File: src/rtl/search_controller.sv
// Iterative-deepening search sequencer between uci_handler and the engine core.
// Runs depths 1..MAX_DEPTH, enforces a cycle budget and stop, and emits ASCII info and the best move.
module search_controller #(
  parameter int MAX_DEPTH   = 6,
  parameter int TIME_BUDGET = 100000000,
  parameter int TIMER_W     = 32,
  parameter int INFO_LEN    = 52,
  parameter int BOARD_W     = 256,
  parameter int MOVE_W      = 16
) (
  input  logic                    clk_in,
  input  logic                    rst_in,
  input  logic [BOARD_W-1:0]      board_in,
  input  logic                    board_in_valid,
  input  logic                    go_in,
  input  logic                    stop_in,
  output logic [BOARD_W-1:0]      engine_board_out,
  output logic [3:0]              engine_depth_out,
  output logic                    engine_start_out,
  output logic                    engine_abort_out,
  input  logic                    engine_done_in,
  input  logic                    engine_aborted_in,
  input  logic [MOVE_W-1:0]       engine_move_in,
  input  logic signed [15:0]      engine_score_in,
  output logic [8*INFO_LEN-1:0]   info_out,
  output logic                    info_valid,
  input  logic                    info_ready,
  output logic [MOVE_W-1:0]       best_move_out,
  output logic                    best_move_valid,
  input  logic                    best_move_ready,
  output logic                    busy_out
);

  typedef enum logic [2:0] {IDLE, RUN, FMT, BUILD, INFO, BEST} state_t;

  localparam logic [47:0] PFX_DEPTH = "depth ";
  localparam logic [79:0] PFX_SCORE = " score cp ";

  state_t                state_q, state_d;
  logic [3:0]            depth_q, depth_d;
  logic [TIMER_W-1:0]    timer_q, timer_d;
  logic                  time_up_q, time_up_d;
  logic [BOARD_W-1:0]    shadow_q, shadow_d;
  logic [BOARD_W-1:0]    eng_board_q, eng_board_d;
  logic                  start_q, start_d;
  logic                  abort_q, abort_d;
  logic [MOVE_W-1:0]     move_q, move_d;
  logic                  neg_q, neg_d;
  logic [15:0]           bin_q, bin_d;
  logic [19:0]           bcd_q, bcd_d;
  logic [3:0]            cnt_q, cnt_d;
  logic [8*INFO_LEN-1:0] info_q, info_d;
  logic                  info_valid_q, info_valid_d;
  logic [MOVE_W-1:0]     best_q, best_d;
  logic                  best_valid_q, best_valid_d;

  // -32768 has no positive twin in 16 bits, so it prints as 32767.
  function automatic logic [15:0] sat_abs(input logic signed [15:0] s);
    if (s == 16'sh8000) return 16'd32767;
    else if (s < 0)     return $unsigned(-s);
    else                return $unsigned(s);
  endfunction

  function automatic logic [35:0] dd_step(input logic [19:0] bcd, input logic [15:0] bin);
    logic [19:0] b;
    b = bcd;
    for (int k = 0; k < 5; k++)
      if (b[4*k+:4] >= 4'd5) b[4*k+:4] = b[4*k+:4] + 4'd3;
    return {b, bin} << 1;
  endfunction

  function automatic logic [8*INFO_LEN-1:0] build_info(input logic [3:0] d, input logic neg,
                                                       input logic [19:0] bcd);
    logic [8*INFO_LEN-1:0] s;
    int                    p;
    logic                  started;
    logic [3:0]            dig;
    s = '0;
    for (int i = 0; i < 6; i++)  s[8*i+:8] = PFX_DEPTH[8*(5-i)+:8];
    s[48+:8] = {4'h3, d};
    for (int i = 0; i < 10; i++) s[8*(7+i)+:8] = PFX_SCORE[8*(9-i)+:8];
    p = 17;
    if (neg) begin
      s[8*p+:8] = 8'h2D;
      p = p + 1;
    end
    started = 1'b0;
    for (int k = 4; k >= 0; k--) begin
      dig = bcd[4*k+:4];
      if (dig != 4'd0 || started || k == 0) begin
        s[8*p+:8] = {4'h3, dig};
        p = p + 1;
        started = 1'b1;
      end
    end
    return s;
  endfunction

  always_comb begin
    state_d      = state_q;
    depth_d      = depth_q;
    shadow_d     = board_in_valid ? board_in : shadow_q;
    eng_board_d  = eng_board_q;
    start_d      = 1'b0;
    move_d       = move_q;
    neg_d        = neg_q;
    bin_d        = bin_q;
    bcd_d        = bcd_q;
    cnt_d        = cnt_q;
    info_d       = info_q;
    info_valid_d = info_valid_q;
    best_d       = best_q;
    best_valid_d = best_valid_q;
    timer_d      = (state_q == IDLE) ? timer_q : timer_q + TIMER_W'(1);
    time_up_d    = (state_q == IDLE) ? time_up_q
                 : (time_up_q | stop_in | (timer_d == TIMER_W'(TIME_BUDGET - 1)));

    case (state_q)
      IDLE: if (go_in) begin
        state_d     = RUN;
        depth_d     = 4'd1;
        timer_d     = '0;
        time_up_d   = 1'b0;
        eng_board_d = shadow_q;
        start_d     = 1'b1;
      end
      RUN: if (engine_done_in) begin
        if (!engine_aborted_in) begin
          move_d  = engine_move_in;
          neg_d   = engine_score_in[15];
          bin_d   = sat_abs(engine_score_in);
          bcd_d   = '0;
          cnt_d   = '0;
          state_d = FMT;
        end else begin
          // A cut-short depth 1 is still better than no move at all.
          if (depth_q == 4'd1) move_d = engine_move_in;
          best_d       = (depth_q == 4'd1) ? engine_move_in : move_q;
          best_valid_d = 1'b1;
          state_d      = BEST;
        end
      end
      FMT: begin
        {bcd_d, bin_d} = dd_step(bcd_q, bin_q);
        cnt_d          = cnt_q + 4'd1;
        if (cnt_q == 4'd15) state_d = BUILD;
      end
      BUILD: begin
        info_d       = build_info(depth_q, neg_q, bcd_q);
        info_valid_d = 1'b1;
        state_d      = INFO;
      end
      INFO: if (info_ready) begin
        info_valid_d = 1'b0;
        if (depth_q == 4'(MAX_DEPTH) || time_up_d) begin
          best_d       = move_q;
          best_valid_d = 1'b1;
          state_d      = BEST;
        end else begin
          depth_d = depth_q + 4'd1;
          start_d = 1'b1;
          state_d = RUN;
        end
      end
      BEST: if (best_move_ready) begin
        best_valid_d = 1'b0;
        state_d      = IDLE;
      end
      default: state_d = IDLE;
    endcase

    abort_d = (state_d == RUN) && time_up_d;
  end

  always_ff @(posedge clk_in or posedge rst_in) begin
    if (rst_in) begin
      state_q      <= IDLE;
      depth_q      <= '0;
      timer_q      <= '0;
      time_up_q    <= 1'b0;
      shadow_q     <= '0;
      eng_board_q  <= '0;
      start_q      <= 1'b0;
      abort_q      <= 1'b0;
      move_q       <= '0;
      neg_q        <= 1'b0;
      bin_q        <= '0;
      bcd_q        <= '0;
      cnt_q        <= '0;
      info_q       <= '0;
      info_valid_q <= 1'b0;
      best_q       <= '0;
      best_valid_q <= 1'b0;
    end else begin
      state_q      <= state_d;
      depth_q      <= depth_d;
      timer_q      <= timer_d;
      time_up_q    <= time_up_d;
      shadow_q     <= shadow_d;
      eng_board_q  <= eng_board_d;
      start_q      <= start_d;
      abort_q      <= abort_d;
      move_q       <= move_d;
      neg_q        <= neg_d;
      bin_q        <= bin_d;
      bcd_q        <= bcd_d;
      cnt_q        <= cnt_d;
      info_q       <= info_d;
      info_valid_q <= info_valid_d;
      best_q       <= best_d;
      best_valid_q <= best_valid_d;
    end
  end

  assign engine_board_out = eng_board_q;
  assign engine_depth_out = depth_q;
  assign engine_start_out = start_q;
  assign engine_abort_out = abort_q;
  assign info_out         = info_q;
  assign info_valid       = info_valid_q;
  assign best_move_out    = best_q;
  assign best_move_valid  = best_valid_q;
  assign busy_out         = (state_q != IDLE);

endmodule

File: config.mk
export PLATFORM = sky130hd
export DESIGN_NAME = search_controller
export DESIGN_NICKNAME = d
export VERILOG_FILES = /design/src/rtl/search_controller.sv
export SDC_FILE = /design/constraint.sdc
export NUM_CORES = 2
export LEC_CHECK = 0
export ABC_CLOCK_PERIOD_IN_PS = 26400
export CAP_MARGIN = 20
export CORE_AREA = 2 2 383 385
export CTS_BUF_LIST = sky130_fd_sc_hd__clkbuf_4 sky130_fd_sc_hd__clkbuf_8
export CTS_CLUSTER_SIZE = 20
export DETAILED_ROUTE_END_ITERATION = 10
export DIE_AREA = 0 0 385 387
export SYNTH_ARGS = -nofsm -noshare
export SYNTH_HDL_FRONTEND = slang
export SYNTH_SLANG_ARGS = --single-unit
File: constraint.sdc
create_clock -name clk_in -period 26.4 [get_ports clk_in]
set_input_delay 2.64 -clock clk_in [delete_from_list [all_inputs] [get_ports clk_in]]
set_output_delay 2.64 -clock clk_in [all_outputs]
set_load 0.01 [all_outputs]
==> metrics.cfg <==
[layout]
synthToLayoutAreaGrowth_pct=34.0
final_cells=6954
fill_cells=14400
drive_gt1_share_pct=14.4
regArea_um2=22800
nNetsFinal=5233
final_area_um2=55500
multi_input_area_um2=16900

[yosys]
synth_edf_count=0
synth.yosys.seq_area_share_pct=55.2
synth_async_sr_flop_share_pct=100
synth.most_common_cell=nand2_1
synth_area_per_cell_um2=10.2
synth_flop_cell=dfrtp_1
synth_top_cell_by_area=dfrtp_1
synth.distinct_cells=83
ys_ff_latch=913
syn_inst=4068
ys_top_cells_by_count=nand2_1, dfrtp_1, mux2_2, clkbuf_1, nor2_1
netlist_top_cells_area=dfrtp_1, nand2_1, mux2_2, buf_4, clkbuf_1
yosys_warnings=0
synth_top_area_share_pct=55.2
syn_area_um2=41400

[critical_path]
r2r-start=bcd_q[16]$_DFFE_PP0P_
cp-startpoint=bcd_q[16]$_DFFE_PP0P_
end_kind=register
cp.arrival_ns=8.35
cp.required_ns=27.18
critPathTopFamily=simple AND/OR/NAND/NOR gates
path_cells=inv_1, ha_1, or3b_2, inv_1, nand2_1, inv_1, fa_1, xnor2_1, ha_1, nand2_1, o21ai_0, inv_1, ha_1, inv_1, xnor2_1, xnor2_1, and2_1, nand3_1, mux2_2, o21ai_0
critPathMaxStageDelay_ns=0.73
cpMostUsedCell=inv_1
critPathKind=reg -> reg
cp_slowest_cell=fa_1
critPathBufInv=5
cp_max_fo=21
start_kind=register

[grt]
grt_use_met3_pct=7.27
antenna_found_initial=49
grt_start_max_net_pins=111
gr-total-overflow=0
met1_usage_pct=26.5
grtUsageTotal_pct=22.0
grt_pass1_vias=34700
met2_usage_pct=35.9
grt_first_pass_wirelength_um=243000
busiest_layer=met2

[hold_path]
min-delay-start=shadow_q[29]$_DFFE_PP0P_
min-delay-path-class=reg -> reg

[timing]
period_needed_ns=7.57
worst_pin_slew_ns=2.56
rsz0062_at_grt=false
finClkSkew_ns=0.0696
fin_tns_setup_ns=0
final_max_slew_viol_count=13
hold_viol=0
final-setup-viol-count=0
fmax_ghz=0.132
fin_crit_sh_pct=28.7
slew_headroom_pct=-72.0

[clock_network]
cts_tree=done
htree_levels=4
clk_latency_ns=0.90
cts_setup_buffers=0
ctsRootBufferMaster=clkbuf_8
post_cts_resized=0
hold_buffers=0
cts_sinks=913
cts.clk_slew.worst_paths_ns=0.06
clockBufferDepth=3
cts-buffers-inserted=162

[detailed_routing]
drt_wl_total_um=167000
drt_first_iter_violations=2406
postRouteAntennaNets=0
vias=34400
first_pass_iters=8
drc=0
wl_per_cell_um=24.0
post_drt_via_cell_ratio=4.94

[placement]
portBuffers=901
dpl.hpwl_um=124000
gp_congestion=0.979
dp_cells=6644
place_area_um2=51700

[floorplan]
num_rows=140
initial_utilization_pct=28.6
die_w_um=385
dieArea_um2=149000
io_pins=994
core-area_um2=145000
die_height_um=387

[run_status]
violations=max-slew violations
outcome=finished, violations left

[job]
cap_viol_max_count=0

-- worst paths after layout --
| kind | cells after the start | slack, ns | end |
|---|---|---|---|
| min in group asynchronous | 2 | 2.00 | info_out[99]$_DFFE_PP0P_ |
| worst max register to register | 20 | 18.83 | info_out[42]$_DFFE_PP0P_ |
| worst min-delay path | 2 | 0.43 | engine_board_out[29]$_DFFE_PP0P_ |
| max in group asynchronous | 7 | 20.58 | engine_board_out[196]$_DFFE_PP0P_ |
| worst max-delay path | 20 | 18.83 | info_out[42]$_DFFE_PP0P_ |
| worst min register to register | 2 | 0.43 | engine_board_out[29]$_DFFE_PP0P_ |
-- metal layers --
layer  routed length [um]  vias to the layer above
li1                     -                    15500
met1                65500                    17000
met2                79200                     1433
met3                14600                      345
met4                 6820                       66
met5                  442                        -
-- logic make-up after synthesis --
family / Yosys count / synth area share [%]
other: 2 / 0.0181
adders and majority gates: 40 / 1.23
and+or+nand+nor: 1687 / 18.0
AOI/OAI and AO/OA: 588 / 9.69
buffers and inverters: 429 / 5.14
DFF: 913 / 55.2
muxes: 360 / 9.76
xor gates and xnor gates: 49 / 1.04
-- placed cells by master (no fill, tap or decap), types with 11 or more instances in the layout --
| cell type | n |
|---|---|
| o21a_1 | 14 |
| inv_1 | 41 |
| mux2_2 | 312 |
| nor2_1 | 160 |
| o21ai_0 | 138 |
| o31ai_1 | 49 |
| and3_1 | 28 |
| a21o_1 | 20 |
| a32o_1 | 25 |
| ha_1 | 39 |
| clkinv_2 | 17 |
| clkbuf_8 | 209 |
| o22ai_1 | 44 |
| mux2i_1 | 38 |
| nand2_1 | 1087 |
| and2_1 | 50 |
| dfrtp_1 | 913 |
| a21oi_1 | 72 |
| nand3_1 | 95 |
| or3_1 | 14 |
| xnor2_1 | 35 |
| clkdlybuf4s50_1 | 900 |
| nor4_1 | 25 |
| nand4_1 | 32 |
| buf_4 | 54 |
| xor2_1 | 14 |
| o211ai_1 | 29 |
| a31oi_1 | 44 |
| a22o_1 | 28 |
| nor2b_1 | 16 |
| nor3_1 | 59 |
| a22oi_1 | 18 |
| conb_1 | 94 |
| clkbuf_4 | 53 |
| o221ai_1 | 11 |
| nand2b_1 | 34 |
-- flip-flops by register name, summed over array words and instances, names as in the netlist --
name,cells
engine_start_out,1
shadow_q,256
time_up_q,1
best_move_valid,1
neg_q,1
state_q,3
engine_abort_out,1
cnt_q,4
engine_board_out,256
timer_q,32
bin_q,16
best_move_out,16
engine_depth_out,4
move_q,16
info_out,284
info_valid,1
bcd_q,20
-- area by class of cell --
class	instances	area share, %
clock inverters	35	0.753
inverters	42	0.291
clock buffers	261	5.89
diodes	9	0.0406
repair buffers	959	17.1
flip-flops and latches	913	41.2
multi-input cells	2818	30.4
well taps	1917	4.32
-- worst reg2reg max path: stages, from the launching register on --
cell     delay, ns
dfrtp_1       0.40
inv_1         0.13
ha_1          0.24
or3b_2        0.63
inv_1         0.29
nand2_1       0.30
inv_1         0.21
fa_1          0.73
xnor2_1       0.71
ha_1          0.68
nand2_1       0.09
o21ai_0       0.23
inv_1         0.14
ha_1          0.25
inv_1         0.09
xnor2_1       0.12
xnor2_1       0.68
and2_1        0.64
nand3_1       0.41
mux2_2        0.40
o21ai_0       0.15
-- metrics by stage --
step           utilization, %  hold slack (ns)  worst slack [ns]
3_3_place_gp             35.7            0.441             19.11
4_1_cts                  38.2            0.423             18.99
5_1_grt                  38.3            0.454             18.32
2_1_floorplan               -            0.435             11.20
3_5_place_dp             35.7            0.447             18.99
6_report                 38.3            0.427             18.83
Power is left out: the tool's default activity adds up to more than one toggle a clock period on the data nets, which glitch-free logic cannot reach.
